## src/rtl/masku_cmp_seq_if.sv

```systemverilog
// Handshake and datapath-control bundle between the mask-unit compare sequencer
// and its surroundings (instruction issue, lane operands, accumulator, write-back).
interface masku_cmp_seq_if #(
   parameter int unsigned NrLanes = 4,
   parameter int unsigned VlW     = 16
);
   localparam int unsigned PntW = $clog2(NrLanes * 64) + 1;

   logic                start_valid_i;
   logic                start_ready_o;
   logic [VlW-1:0]      vl_i;
   logic [1:0]          vsew_i;
   logic [NrLanes-1:0]  op_valid_i;
   logic [NrLanes-1:0]  op_ready_o;
   logic [PntW-1:0]     vrf_pnt_o;
   logic                compress_en_o;
   logic                acc_clear_o;
   logic                result_valid_o;
   logic                result_ready_i;
   logic                result_last_o;
   logic                busy_o;
   logic                done_o;

   modport master (
      output start_valid_i, vl_i, vsew_i, op_valid_i, result_ready_i,
      input  start_ready_o, op_ready_o, vrf_pnt_o, compress_en_o, acc_clear_o,
             result_valid_o, result_last_o, busy_o, done_o
   );

   modport slave (
      input  start_valid_i, vl_i, vsew_i, op_valid_i, result_ready_i,
      output start_ready_o, op_ready_o, vrf_pnt_o, compress_en_o, acc_clear_o,
             result_valid_o, result_last_o, busy_o, done_o
   );
endinterface

```

## src/rtl/masku_cmp_seq.sv

```systemverilog
// Mask-unit compare sequencer: gathers per-lane compare beats into a
// DATAPATH_WIDTH-bit mask word and hands each word to write-back.
module masku_cmp_seq #(
   parameter int unsigned NrLanes = 4,
   parameter int unsigned VlW     = 16
) (
   input  logic           clk_i,
   input  logic           rst_ni,
   masku_cmp_seq_if.slave bus
);
   localparam int unsigned ELEN           = 64;
   localparam int unsigned DATAPATH_WIDTH = NrLanes * ELEN;
   localparam int unsigned PntW           = $clog2(DATAPATH_WIDTH) + 1;

   localparam logic [1:0] IDLE    = 2'd0;
   localparam logic [1:0] COLLECT = 2'd1;
   localparam logic [1:0] WRITE   = 2'd2;

   logic [1:0]     state_q, state_d;
   logic [PntW-1:0] pnt_q, pnt_d;
   logic [VlW-1:0] remaining_q, remaining_d;
   logic [1:0]     vsew_q, vsew_d;
   logic           done_q, done_d;

   logic [31:0]     epb;
   logic [PntW-1:0] pnt_next;
   logic [VlW-1:0]  rem_step;
   logic            last_beat;
   logic            word_full;
   logic            start_ready;
   logic            beat;
   logic            wb_hs;

   assign epb       = NrLanes * (32'd8 >> vsew_q);
   assign pnt_next  = pnt_q + PntW'(epb);
   assign last_beat = 32'(remaining_q) <= epb;
   assign rem_step  = last_beat ? remaining_q : VlW'(epb);
   assign word_full = pnt_next == PntW'(DATAPATH_WIDTH);

   // The done cycle after a write-back still refuses new work.
   assign start_ready = rst_ni && (state_q == IDLE) && !done_q;
   assign beat        = (state_q == COLLECT) && (&bus.op_valid_i);
   assign wb_hs       = (state_q == WRITE) && bus.result_ready_i;

   always_comb begin
      state_d     = state_q;
      pnt_d       = pnt_q;
      remaining_d = remaining_q;
      vsew_d      = vsew_q;
      done_d      = 1'b0;
      case (state_q)
         IDLE: begin
            if (bus.start_valid_i && start_ready) begin
               vsew_d      = bus.vsew_i;
               remaining_d = bus.vl_i;
               pnt_d       = '0;
               if (bus.vl_i == '0) done_d = 1'b1;
               else                state_d = COLLECT;
            end
         end
         COLLECT: begin
            if (beat) begin
               pnt_d       = pnt_next;
               remaining_d = remaining_q - rem_step;
               if (word_full || last_beat) state_d = WRITE;
            end
         end
         WRITE: begin
            if (bus.result_ready_i) begin
               pnt_d = '0;
               if (remaining_q == '0) begin
                  state_d = IDLE;
                  done_d  = 1'b1;
               end else begin
                  state_d = COLLECT;
               end
            end
         end
         default: state_d = IDLE;
      endcase
   end

   always_ff @(posedge clk_i or negedge rst_ni) begin
      if (!rst_ni) begin
         state_q     <= IDLE;
         pnt_q       <= '0;
         remaining_q <= '0;
         vsew_q      <= '0;
         done_q      <= 1'b0;
      end else begin
         state_q     <= state_d;
         pnt_q       <= pnt_d;
         remaining_q <= remaining_d;
         vsew_q      <= vsew_d;
         done_q      <= done_d;
      end
   end

   assign bus.start_ready_o  = start_ready;
   assign bus.op_ready_o     = {NrLanes{beat}};
   assign bus.vrf_pnt_o      = pnt_q;
   assign bus.compress_en_o  = beat;
   assign bus.acc_clear_o    = wb_hs;
   assign bus.result_valid_o = state_q == WRITE;
   assign bus.result_last_o  = (state_q == WRITE) && (remaining_q == '0);
   assign bus.busy_o         = state_q != IDLE;
   assign bus.done_o         = done_q;
endmodule
```

## src/flat_wrapper.sv

```systemverilog
// flat-port wrapper written by rule: the top's interface ports become plain ports
module masku_cmp_seq_flat 
#(
   parameter int unsigned NrLanes = 4,
   parameter int unsigned VlW     = 16
)
  (clk_i, rst_ni, bus_start_valid_i, bus_vl_i, bus_vsew_i, bus_op_valid_i, bus_result_ready_i, bus_start_ready_o, bus_op_ready_o, bus_vrf_pnt_o, bus_compress_en_o, bus_acc_clear_o, bus_result_valid_o, bus_result_last_o, bus_busy_o, bus_done_o);
  masku_cmp_seq_if #(.NrLanes(NrLanes), .VlW(VlW)) bus_i ();
  input  logic clk_i;
  input  logic rst_ni;
  input wire logic [$bits(bus_i.start_valid_i)-1:0] bus_start_valid_i;
  input wire logic [$bits(bus_i.vl_i)-1:0] bus_vl_i;
  input wire logic [$bits(bus_i.vsew_i)-1:0] bus_vsew_i;
  input wire logic [$bits(bus_i.op_valid_i)-1:0] bus_op_valid_i;
  input wire logic [$bits(bus_i.result_ready_i)-1:0] bus_result_ready_i;
  output wire logic [$bits(bus_i.start_ready_o)-1:0] bus_start_ready_o;
  output wire logic [$bits(bus_i.op_ready_o)-1:0] bus_op_ready_o;
  output wire logic [$bits(bus_i.vrf_pnt_o)-1:0] bus_vrf_pnt_o;
  output wire logic [$bits(bus_i.compress_en_o)-1:0] bus_compress_en_o;
  output wire logic [$bits(bus_i.acc_clear_o)-1:0] bus_acc_clear_o;
  output wire logic [$bits(bus_i.result_valid_o)-1:0] bus_result_valid_o;
  output wire logic [$bits(bus_i.result_last_o)-1:0] bus_result_last_o;
  output wire logic [$bits(bus_i.busy_o)-1:0] bus_busy_o;
  output wire logic [$bits(bus_i.done_o)-1:0] bus_done_o;
  assign bus_i.start_valid_i = bus_start_valid_i;
  assign bus_i.vl_i = bus_vl_i;
  assign bus_i.vsew_i = bus_vsew_i;
  assign bus_i.op_valid_i = bus_op_valid_i;
  assign bus_i.result_ready_i = bus_result_ready_i;
  assign bus_start_ready_o = bus_i.start_ready_o;
  assign bus_op_ready_o = bus_i.op_ready_o;
  assign bus_vrf_pnt_o = bus_i.vrf_pnt_o;
  assign bus_compress_en_o = bus_i.compress_en_o;
  assign bus_acc_clear_o = bus_i.acc_clear_o;
  assign bus_result_valid_o = bus_i.result_valid_o;
  assign bus_result_last_o = bus_i.result_last_o;
  assign bus_busy_o = bus_i.busy_o;
  assign bus_done_o = bus_i.done_o;
  masku_cmp_seq #(.NrLanes(NrLanes), .VlW(VlW)) u_core (.clk_i(clk_i), .rst_ni(rst_ni), .bus(bus_i));
endmodule
```

## config.mk

```make
export PLATFORM = sky130hd
export DESIGN_NAME = masku_cmp_seq_flat
export DESIGN_NICKNAME = d
export VERILOG_FILES = /design/src/rtl/masku_cmp_seq_if.sv /design/src/rtl/masku_cmp_seq.sv /design/src/flat_wrapper.sv
export SDC_FILE = /design/constraint.sdc
export NUM_CORES = 1
export LEC_CHECK = 0
export ABC_CLOCK_PERIOD_IN_PS = 5600
export BUFFER_PORTS_ARGS = -buffer_cell sky130_fd_sc_hd__buf_4
export CAP_MARGIN = 40
export CORE_MARGIN = 10
export CORE_UTILIZATION = 59
export DETAILED_ROUTE_END_ITERATION = 6
export GPL_TIMING_DRIVEN = 1
export PLACE_DENSITY = 0.85
export RECOVER_POWER = 50
export SYNTH_ARGS = -nofsm -noshare
export SYNTH_HDL_FRONTEND = slang
export SYNTH_SLANG_ARGS = --single-unit
```

## constraint.sdc

```tcl
create_clock -name clk_i -period 5.6 [get_ports clk_i]
set_input_delay 0.84 -clock clk_i [delete_from_list [all_inputs] [get_ports clk_i]]
set_output_delay 0.84 -clock clk_i [all_outputs]
set_load 0.01 [all_outputs]
```

==> flow_summary_export.csv, run 1 <==
group,metric,value,unit
status,status,"complete, but fails checks",
status,violations,"capacitance limit, slew limit",
min_path,holdCritPathClass,"reg2reg",
logic_synthesis,synth_edf_count,0,
power_and_ir_drop,switching_power,537,µW
final_layout,drive_gt1_share,15.8,%
cts,cts_resized,0,
floorplan,rows,21,
logic_synthesis,ys_seq_area_share,32.4,%
timing,final_max_slew_viol_count,30,
cts,htree_num_levels,1,
cts,cts_buffer_depth,2,
global_route,grt_max_degree,30,
logic_synthesis,synthDistinctLibCells,55,
global_route,grt_pass1_wl,9630,µm
placement,place_hpwl,4580,µm
floorplan,io_pins,46,
route,vias,2124,
setup_path,critPathKind,"reg2reg",
timing,fin_ws,1410,ps
floorplan,core_area,3440,µm²
placement,placed_cells,333,
setup_path,cp_cell_sequence,"nor2_1 > inv_1 > ha_1 > nor4bb_1 > and4_1 > a21oi_1 > nor2_1 > mux2i_1 > ha_1 > a21o_1 > a21o_1 > nand2b_1 > o31a_1 > or4_1 > nand3_1",
logic_synthesis,syn_inst,256,
timing,setup_viol,0,
timing,finalHoldViolations,0,
logic_synthesis,netlist_top_cells_area,"dfrtp_1 32%, ha_1 7.5%, o21ai_0 4.2%",
logic_synthesis,async_flop_share,100,%
global_route,overflow,0,
floorplan,die_h,80.6,µm
power_and_ir_drop,internal-power,646,µW
final_layout,stdcell_count,337,
setup_path,required,5820,ps
timing,setup-tns-final,0,ps
logic_synthesis,synth_largest_area_cell,"dfrtp_1",
flow_run,cap_violations,1,
setup_path,cp_max_fo,8,
route,drtPass1Iterations,5,
final_layout,final_util,72.3,%
timing,period_share,74.8,%
final_layout,nets,332,
timing,rsz0062_at_grt,"no",
final_layout,mostFrequentLayoutCell,"buf_4",
route,ant_nets,0,
logic_synthesis,yosys_register_bits,28,
cts,cts.sinks,28,
cts,clock_latency,280,ps
timing,hold_ws,516,ps
timing,fin_crit,4190,ps
setup_path,crit_path_end_kind,"register",
cts,cts-buffers-inserted,3,
route,dr.first_iter.drc_count,173,
power_and_ir_drop,power_frac_comb,54.4,%
timing,finClkSkew,4.87,ps
global_route,grt_usage,18.1,%
logic_synthesis,syn_area,2160,µm²
global_route,antenna_found_initial,0,
placement,dp_slack,1550,ps
placement,gp_congestion,0.910,
power_and_ir_drop,clock_power_share,14.0,%
setup_path,max_stage_delay,510,ps
route,routedWlPerCell,17.5,µm
logic_synthesis,ys.flop_type,"dfrtp_1",
logic_synthesis,ys_warn_count,0,
power_and_ir_drop,swShare,45.4,%
cts,cts_setup_buffers,0,
timing,worst_pin_slew,1550,ps
placement,port_buffers,43,
timing,fmax,239,MHz
timing,max_slew_margin,-3.31,%
route,drc,0,
logic_synthesis,synth_top_area_share,32.4,%
floorplan,die_width,80.6,µm
final_layout,final_cell_mix,"36 x buf_4, 28 x dfrtp_1, 24 x nand2_1, 19 x nor2_1, 18 x o21ai_0",
setup_path,cp_slowest_cell,"or4_1",
power_and_ir_drop,cellLeakagePower,0.00111,µW
setup_path,cp_num_buf_inv,1,
power_and_ir_drop,seq_power_share,31.6,%
setup_path,worst_setup_path_start_kind,"register",
cts,cts_tree,"yes",
cts,clk_pin_slew_worst_paths,110,ps
final_layout,insertedDiodeCount,0,
floorplan,dieArea,6490,µm²
setup_path,arrival,4410,ps
cts,cts-root-buf,"clkbuf_8",
power_and_ir_drop,power_density,475,nW/µm²
logic_synthesis,avgSynthCellArea,8.45,µm²
global_route,grt_pass1_vias,2027,
setup_path,cp_top_family,"simple AND/OR/NAND/NOR gates",
floorplan,start_util,62.8,%
route,routed_wl,5890,µm
route,routed_via_density,6.30,
power_and_ir_drop,vdd.ir_drop.worst,198,µV
cts,ctsHoldBuffers,0,
final_layout,area.growth.synth_to_final,15.0,%
==> through the flow <==
step / area [µm²] / power, µW
6_report: 2490 / 1180
5_1_grt: 2490 / 1280
4_1_cts: 2540 / 1190
3_5_place_dp: 2470 / 1020
3_3_place_gp: 2460 / 992
2_1_floorplan: 2170 / 862
==> area by class of cell <==
class / count / area, µm²
Fill cell: 287 / 953
Multi-Input combinational cell: 205 / 1320
Clock inverter: 1 / 30.0
Tap cell: 46 / 57.6
Inverter: 9 / 33.8
Timing Repair Buffer: 45 / 304
Clock buffer: 3 / 41.3
Sequential cell: 28 / 701
==> cells in the mapped netlist, types with 4 or more instances <==
| library cell | count |
|---|---|
| o21a_1 | 4 |
| nor3_1 | 10 |
| nand2b_1 | 5 |
| buf_4 | 6 |
| ha_1 | 13 |
| nor2_1 | 19 |
| o22ai_1 | 6 |
| o21ai_0 | 18 |
| clkbuf_1 | 4 |
| a21oi_1 | 17 |
| inv_1 | 9 |
| xor2_1 | 4 |
| dfrtp_1 | 28 |
| nor4_1 | 6 |
| nand3_1 | 14 |
| nand2_1 | 24 |
| mux2i_1 | 7 |
==> cell families after synthesis <==
kind of cell	share of synthesized area, %
compound gates	21.2
mux	3.24
fa+ha+maj	8.44
buf+inv	6.01
simple gates	26.4
xor+xnor	2.02
other cells	0.347
flops	32.4
==> state kept, by name, summed over array words and instances (netlist names) <==
signal and flops:
u_core.bus.vrf_pnt_o 7, u_core.state_q 2, u_core.vsew_q 2, u_core.bus.done_o 1
u_core.remaining_q 16
==> worst paths after layout <==
path,startpoint,endpoint,slack [ps],cells after the start
setup / recovery,u_core.vsew_q[1],u_core.remaining_q[12],1410,15
hold / removal,u_core.remaining_q[0],u_core.remaining_q[0],520,1
setup reg to reg,u_core.vsew_q[1],u_core.remaining_q[12],1410,15
hold reg to reg,u_core.remaining_q[0],u_core.remaining_q[0],520,1
max in group asynchronous,rst_ni,u_core.state_q[0],3780,1
min in group asynchronous,rst_ni,u_core.bus.vrf_pnt_o[2],920,1
==> power by group through the flow <==
stage	registers (µW)	clock network, µW	logic, µW
6_report	374	166	643
5_1_grt	388	172	720
4_1_cts	373	165	649
3_5_place_dp	375	0	644
3_3_place_gp	372	0	619
2_1_floorplan	353	0	508
==> routing by layer <==
metal	up-vias	GRT usage [%]	wire, µm
met1	1017	22.8	2520
met5	-	0	0
met3	6	4.68	455
li1	1009	-	-
met4	0	2.99	53
met2	92	30.5	2860
(Power assumes the default switching activity.)
==> run 2, diff against run 1 <==
- ABC_CLOCK_PERIOD_IN_PS: 5600 -> 3700
- CORE_UTILIZATION: 59 -> 50
- PLACE_DENSITY: 0.85 -> 0.77
- clock period: 5.6 -> 3.7 ns (I/O delays scaled with it)
==> run 2 against run 1 <==
Compared with the run above:
- power grew 88%
- the run ends with capacitance limit, slew limit, setup timing left
- largest power group unchanged
- die area is 13% higher
- setup slack worse by 1500 ps
==> flow_summary_export.csv, run 2 (synthesis gave the netlist of run 1 again) <==
group,metric,value,unit
status,status,"complete, but fails checks",
status,violations,"capacitance limit, slew limit, setup timing",
global_route,grt_pass1_wl,9770,µm
final_layout,largest_reg_flops,16,
floorplan,core_area,4090,µm²
timing,fin_crit,3770,ps
route,routed_via_density,6.16,
cts,cts_buffer_depth,2,
floorplan,die_h,85.8,µm
setup_path,required,3870,ps
route,vias,2206,
final_layout,final_cell_mix,"51 x buf_4, 26 x dfrtp_1, 24 x nand2_1, 16 x nor2_1, 16 x o21ai_0",
final_layout,drive_gt1_share,31.8,%
timing,final_max_slew_viol_count,30,
power_and_ir_drop,vdd.ir_drop.worst,386,µV
timing,setup_viol,5,
placement,dpl_cell_area,2530,µm²
final_layout,multi_input_area,1550,µm²
final_layout,area.growth.synth_to_final,33.3,%
final_layout,layout.cell_area.non_filler,2880,µm²
floorplan,io_pins,46,
timing,fin_ws,-73.9,ps
placement,gp_congestion,0.881,
floorplan,start_util,52.9,%
timing,worst_pin_slew,1550,ps
cts,htree_num_levels,1,
placement,port_buffers,43,
global_route,grt_pass1_vias,2048,
power_and_ir_drop,cellLeakagePower,0.00128,µW
timing,fmax,265,MHz
cts,cts.sinks,28,
power_and_ir_drop,power_density,770,nW/µm²
global_route,grt_max_degree,30,
min_path,holdCritPathClass,"in2reg",
cts,cts_tree,"yes",
global_route,antenna_found_initial,0,
route,routedWlPerCell,18.9,µm
timing,period_share,102,%
timing,finClkSkew,7.09,ps
final_layout,insertedDiodeCount,0,
setup_path,crit_path_end_kind,"register",
setup_path,critPathKind,"reg2reg",
timing,max_slew_margin,-3.62,%
setup_path,arrival,3950,ps
global_route,overflow,0,
setup_path,cp_max_fo,6,
cts,clock_latency,280,ps
floorplan,die_width,85.8,µm
route,drtPass1Iterations,5,
final_layout,final-seq-area,703,µm²
floorplan,dieArea,7360,µm²
final_layout,fillers,323,
route,drc,0,
timing,rsz0062_at_grt,"yes",
flow_run,cap_violations,1,
floorplan,rows,23,
cts,cts-root-buf,"clkbuf_8",
timing,finalHoldViolations,0,
cts,clk_pin_slew_worst_paths,100,ps
cts,cts-buffers-inserted,3,
final_layout,largest_register,"u_core.remaining_q",
final_layout,mostFrequentLayoutCell,"buf_4",
route,dr.first_iter.drc_count,215,
route,routed_wl,6760,µm
route,ant_nets,0,
setup_path,worst_setup_path_start_kind,"register",
placement,dp_slack,-87.4,ps
global_route,grt_usage,15.7,%
final_layout,nets,349,
placement,place_hpwl,4530,µm
## run 2: changes by cell type in the layout (fill, tap and decap cells not counted), sizes merged
cell / before / now
buf: 36 / 56
clkbuf: 12 / 9
## run 2: repair_timing
item                       4_1_cts  5_1_grt
hold buffers                     0        0
resized for setup                3       43
setup buffers                    0       10
setup endpoints to repair        6       11
pin swaps                        1       24
## run 2: report_power, final
part | internal, µW | switching [µW] | leakage (µW) | total (µW)
Clock | 145 | 102 | 0.0000357 | 247
Sequential | 417 | 187 | 0.000341 | 604
Combinational | 652 | 717 | 0.000900 | 1370
## run 2: layout make-up
type	count	share of cell area [%]
flip-flops and latches	28	24.4
well taps	50	2.17
inverters	9	1.17
clock buffers	3	1.43
clock inverters	1	1.04
multi-input cells	205	53.8
repair buffers	62	16.0
## run 2: worst paths after layout
check                                            from                       to  slack [ps]  cells past startpoint
min in group asynchronous                      rst_ni  u_core.bus.vrf_pnt_o[4]         640                      1
max in group asynchronous                      rst_ni         u_core.vsew_q[1]        2050                      1
worst max-delay path                 u_core.vsew_q[0]    u_core.remaining_q[8]         -70                     16
worst max register to register       u_core.vsew_q[0]    u_core.remaining_q[8]         -70                     16
worst min register to register  u_core.remaining_q[0]    u_core.remaining_q[0]         510                      1
worst min-delay path                    bus_vsew_i[0]         u_core.vsew_q[0]         470                      3
## run 2: metrics by stage
step	hold WS (ps)	TNS, ps	util [%]	std cells	total power [µW]
5_1_grt	473	-1350	70.6	358	2370
4_1_cts	193	0	63.8	348	1850
3_5_place_dp	488	-153	61.8	344	1580
2_1_floorplan	259	0	-	257	1310
3_3_place_gp	474	-15.8	61.8	344	1560
6_report	469	-151	70.6	358	2220
## run 2: per-layer routing
layer | up-vias | GRT usage (%) | share of wire [%]
met4 | 0 | 3.29 | 2.7
li1 | 1045 | - | -
met2 | 118 | 25.6 | 46
met3 | 20 | 4.54 | 8.9
met1 | 1023 | 20.0 | 42
met5 | - | 0 | 0
## run 2: critical path: stages, from the launching register on
cell      delay (ps)
dfrtp_2          460
nor2_4           130
inv_2             60
ha_4             270
nor4bb_4         330
and4_4           280
a21oi_4           50
nor2_4           170
buf_6            130
mux2i_2          240
ha_1             250
nand3_1          160
a21oi_1          280
o31a_1           360
buf_6            150
nor2_1            40
a311o_1          300
==> run 3, diff against run 2 <==
- CORE_MARGIN: 10 -> not set
==> run 3 against run 2 <==
Compared with the run above:
- the flow now finishes without violations
- flip-flop and latch count did not move
- count of clock-buffer cells in the layout stayed put
- utilization decreased by 4.5 points
- sequential power down 2%
- critical path depth up 1
- wire length shrank 12%
- register-to-register slack gained 99 ps
- die area decreased by 38%
- design area shrank 6.3%
- largest power group unchanged
- cell count shrank 1.7%
==> flow_summary_export.csv, run 3 (synthesis gave the netlist of run 1 again) <==
group,metric,value,unit
status,status,"complete, no violations",
power_and_ir_drop,vdd.ir_drop.worst,336,µV
cts,cts-root-buf,"clkbuf_8",
route,routedWlPerCell,16.9,µm
route,vias,2143,
setup_path,crit_path_start,"u_core.vsew_q[0]",
cts,cts_buffer_depth,2,
floorplan,core_area,4090,µm²
timing,finClkSkew,3.20,ps
timing,period_share,99.3,%
final_layout,nets,344,
global_route,use_met2,40.1,%
route,routed_wl,5960,µm
final_layout,final_cell_mix,"50 x buf_4, 28 x dfrtp_1, 24 x nand2_1, 17 x nor2_1, 16 x o21ai_0",
cts,clk_pin_slew_worst_paths,100,ps
final_layout,area.growth.synth_to_final,24.9,%
cts,cts.sinks,28,
route,drc,0,
power_and_ir_drop,swShare,46.2,%
cts,cts_tree,"yes",
placement,gp_congestion,0.877,
placement,place_hpwl,4160,µm
global_route,grt_usage,26.0,%
timing,final_max_slew_viol_count,0,
floorplan,start_util,52.9,%
power_and_ir_drop,clock_power_share,8.8,%
timing,max_slew_margin,51.3,%
final_layout,mostFrequentLayoutCell,"buf_4",
setup_path,arrival,3890,ps
final_layout,insertedDiodeCount,0,
global_route,grt_pass1_vias,1947,
global_route,grt_max_degree,30,
global_route,overflow,0,
timing,worst_pin_slew,730,ps
floorplan,die_width,67.8,µm
floorplan,io_pins,46,
global_route,met1_usage,36.6,%
cts,clock_latency,280,ps
timing,fmax,272,MHz
final_layout,drive_gt1_share,26.5,%
setup_path,worst_setup_path_start_kind,"register",
power_and_ir_drop,power_density,732,nW/µm²
setup_path,critPathKind,"reg2reg",
timing,setup_viol,0,
cts,htree_num_levels,1,
timing,setup-tns-final,0,ps
power_and_ir_drop,seq_power_share,29.8,%
final_layout,largest_register,"u_core.remaining_q",
final_layout,largest_reg_flops,16,
placement,port_buffers,43,
power_and_ir_drop,p_total,1980,µW
flow_run,cap_violations,0,
floorplan,rows,23,
timing,finalHoldViolations,0,
setup_path,rr_startpoint,"u_core.vsew_q[0]",
global_route,grt_busiest_layer,"met2",
min_path,holdCritPathClass,"in2async",
power_and_ir_drop,switching_power,914,µW
power_and_ir_drop,cellLeakagePower,0.00121,µW
floorplan,die_h,67.8,µm
route,routed_via_density,6.09,
route,ant_nets,0,
route,drtPass1Iterations,4,
global_route,grtUsageMet3,3.04,%
global_route,antenna_found_initial,0,
cts,cts-buffers-inserted,3,
setup_path,required,3910,ps
floorplan,dieArea,4590,µm²
global_route,grt_pass1_wl,8980,µm
route,dr.first_iter.drc_count,235,
timing,rsz0062_at_grt,"yes",
setup_path,cp_max_fo,6,
setup_path,crit_path_end_kind,"register",
cts,ctsHoldBuffers,0,
power_and_ir_drop,internal-power,1070,µW
power_and_ir_drop,power_frac_comb,61.4,%
timing,fin_crit,3670,ps
[run 3: cell types whose count changed in the layout (fill, tap and decap cells not counted), moves of 2 or more]
| cell | delta |
|---|---|
| dfrtp_2 | -2 |
| o22ai_1 | +2 |
| a21oi_4 | -3 |
| nor2_4 | -2 |
| a2bb2oi_2 | -2 |
| a2bb2oi_1 | +2 |
| buf_6 | -4 |
| dfrtp_1 | +2 |
| a21oi_2 | +2 |
| o22ai_2 | -2 |
[run 3: repair_timing]
action | 4_1_cts | 5_1_grt
setup buffers | 0 | 10
gates resized for setup | 3 | 21
endpoints found under the setup margin | 8 | 11
pin swaps | 1 | 16
[run 3: final timing paths]
path / depth (start not counted) / slack [ps] / endpoint
max reg2reg: 17 / 30 / u_core.remaining_q[11]
min in group clk_i: 3 / 460 / u_core.vsew_q[0]
max in group asynchronous: 1 / 3240 / u_core.remaining_q[8]
min: 1 / 180 / u_core.bus.vrf_pnt_o[6]
max: 17 / 30 / u_core.remaining_q[11]
min reg2reg: 1 / 520 / u_core.remaining_q[0]
[run 3: power groups by stage]
stage | Sequential [µW] | Clock, µW | Combinational [µW]
2_1_floorplan | 535 | 0 | 770
4_1_cts | 567 | 173 | 978
5_1_grt | 605 | 189 | 1330
6_report | 590 | 173 | 1210
3_3_place_gp | 563 | 0 | 945
3_5_place_dp | 568 | 0 | 964
[run 3: metal layers]
layer | vias to the layer above | routed length (µm) | part of all wire, %
li1 | 1032 | - | -
met1 | 1020 | 2680 | 45
met2 | 74 | 2790 | 47
met3 | 17 | 316 | 5.3
met4 | 0 | 178 | 3.0
met5 | - | 0 | 0
[run 3: critical path, cell delays in order (launching register included)]
cell	delay (ps)
dfrtp_1	430
nor2_2	150
inv_2	70
ha_4	260
nor4bb_4	290
buf_4	160
o21ai_2	60
a21oi_2	200
nor2_2	80
buf_6	140
nor2_1	90
a21oi_1	60
ha_2	210
or3_4	370
or3_4	360
or3_4	380
a21oi_2	140
a2bb2oi_1	160
[run 3: layout make-up]
| class | instances | area [µm²] |
|---|---|---|
| repair buffers | 57 | 409 |
| clock buffers | 3 | 41.3 |
| flip-flops and latches | 28 | 701 |
| inverters | 9 | 33.8 |
| multi-input cells | 205 | 1450 |
| well taps | 50 | 62.6 |
| fillers | 357 | 1390 |
[run 3: per-stage QoR]
stage / setup slack (ps) / cell area [µm²] / hold slack, ps / instances / utilization [%]
final: 25.5 / 2700 / 183 / 352 / 66.1
after CTS: 3.03 / 2540 / 198 / 342 / 62.2
after floorplan: 107 / 2170 / 259 / 257 / -
after global placement: 14.4 / 2490 / 496 / 339 / 60.9
after global routing: -165 / 2700 / 203 / 352 / 66.1
after detailed placement: -80.7 / 2490 / 499 / 339 / 60.9
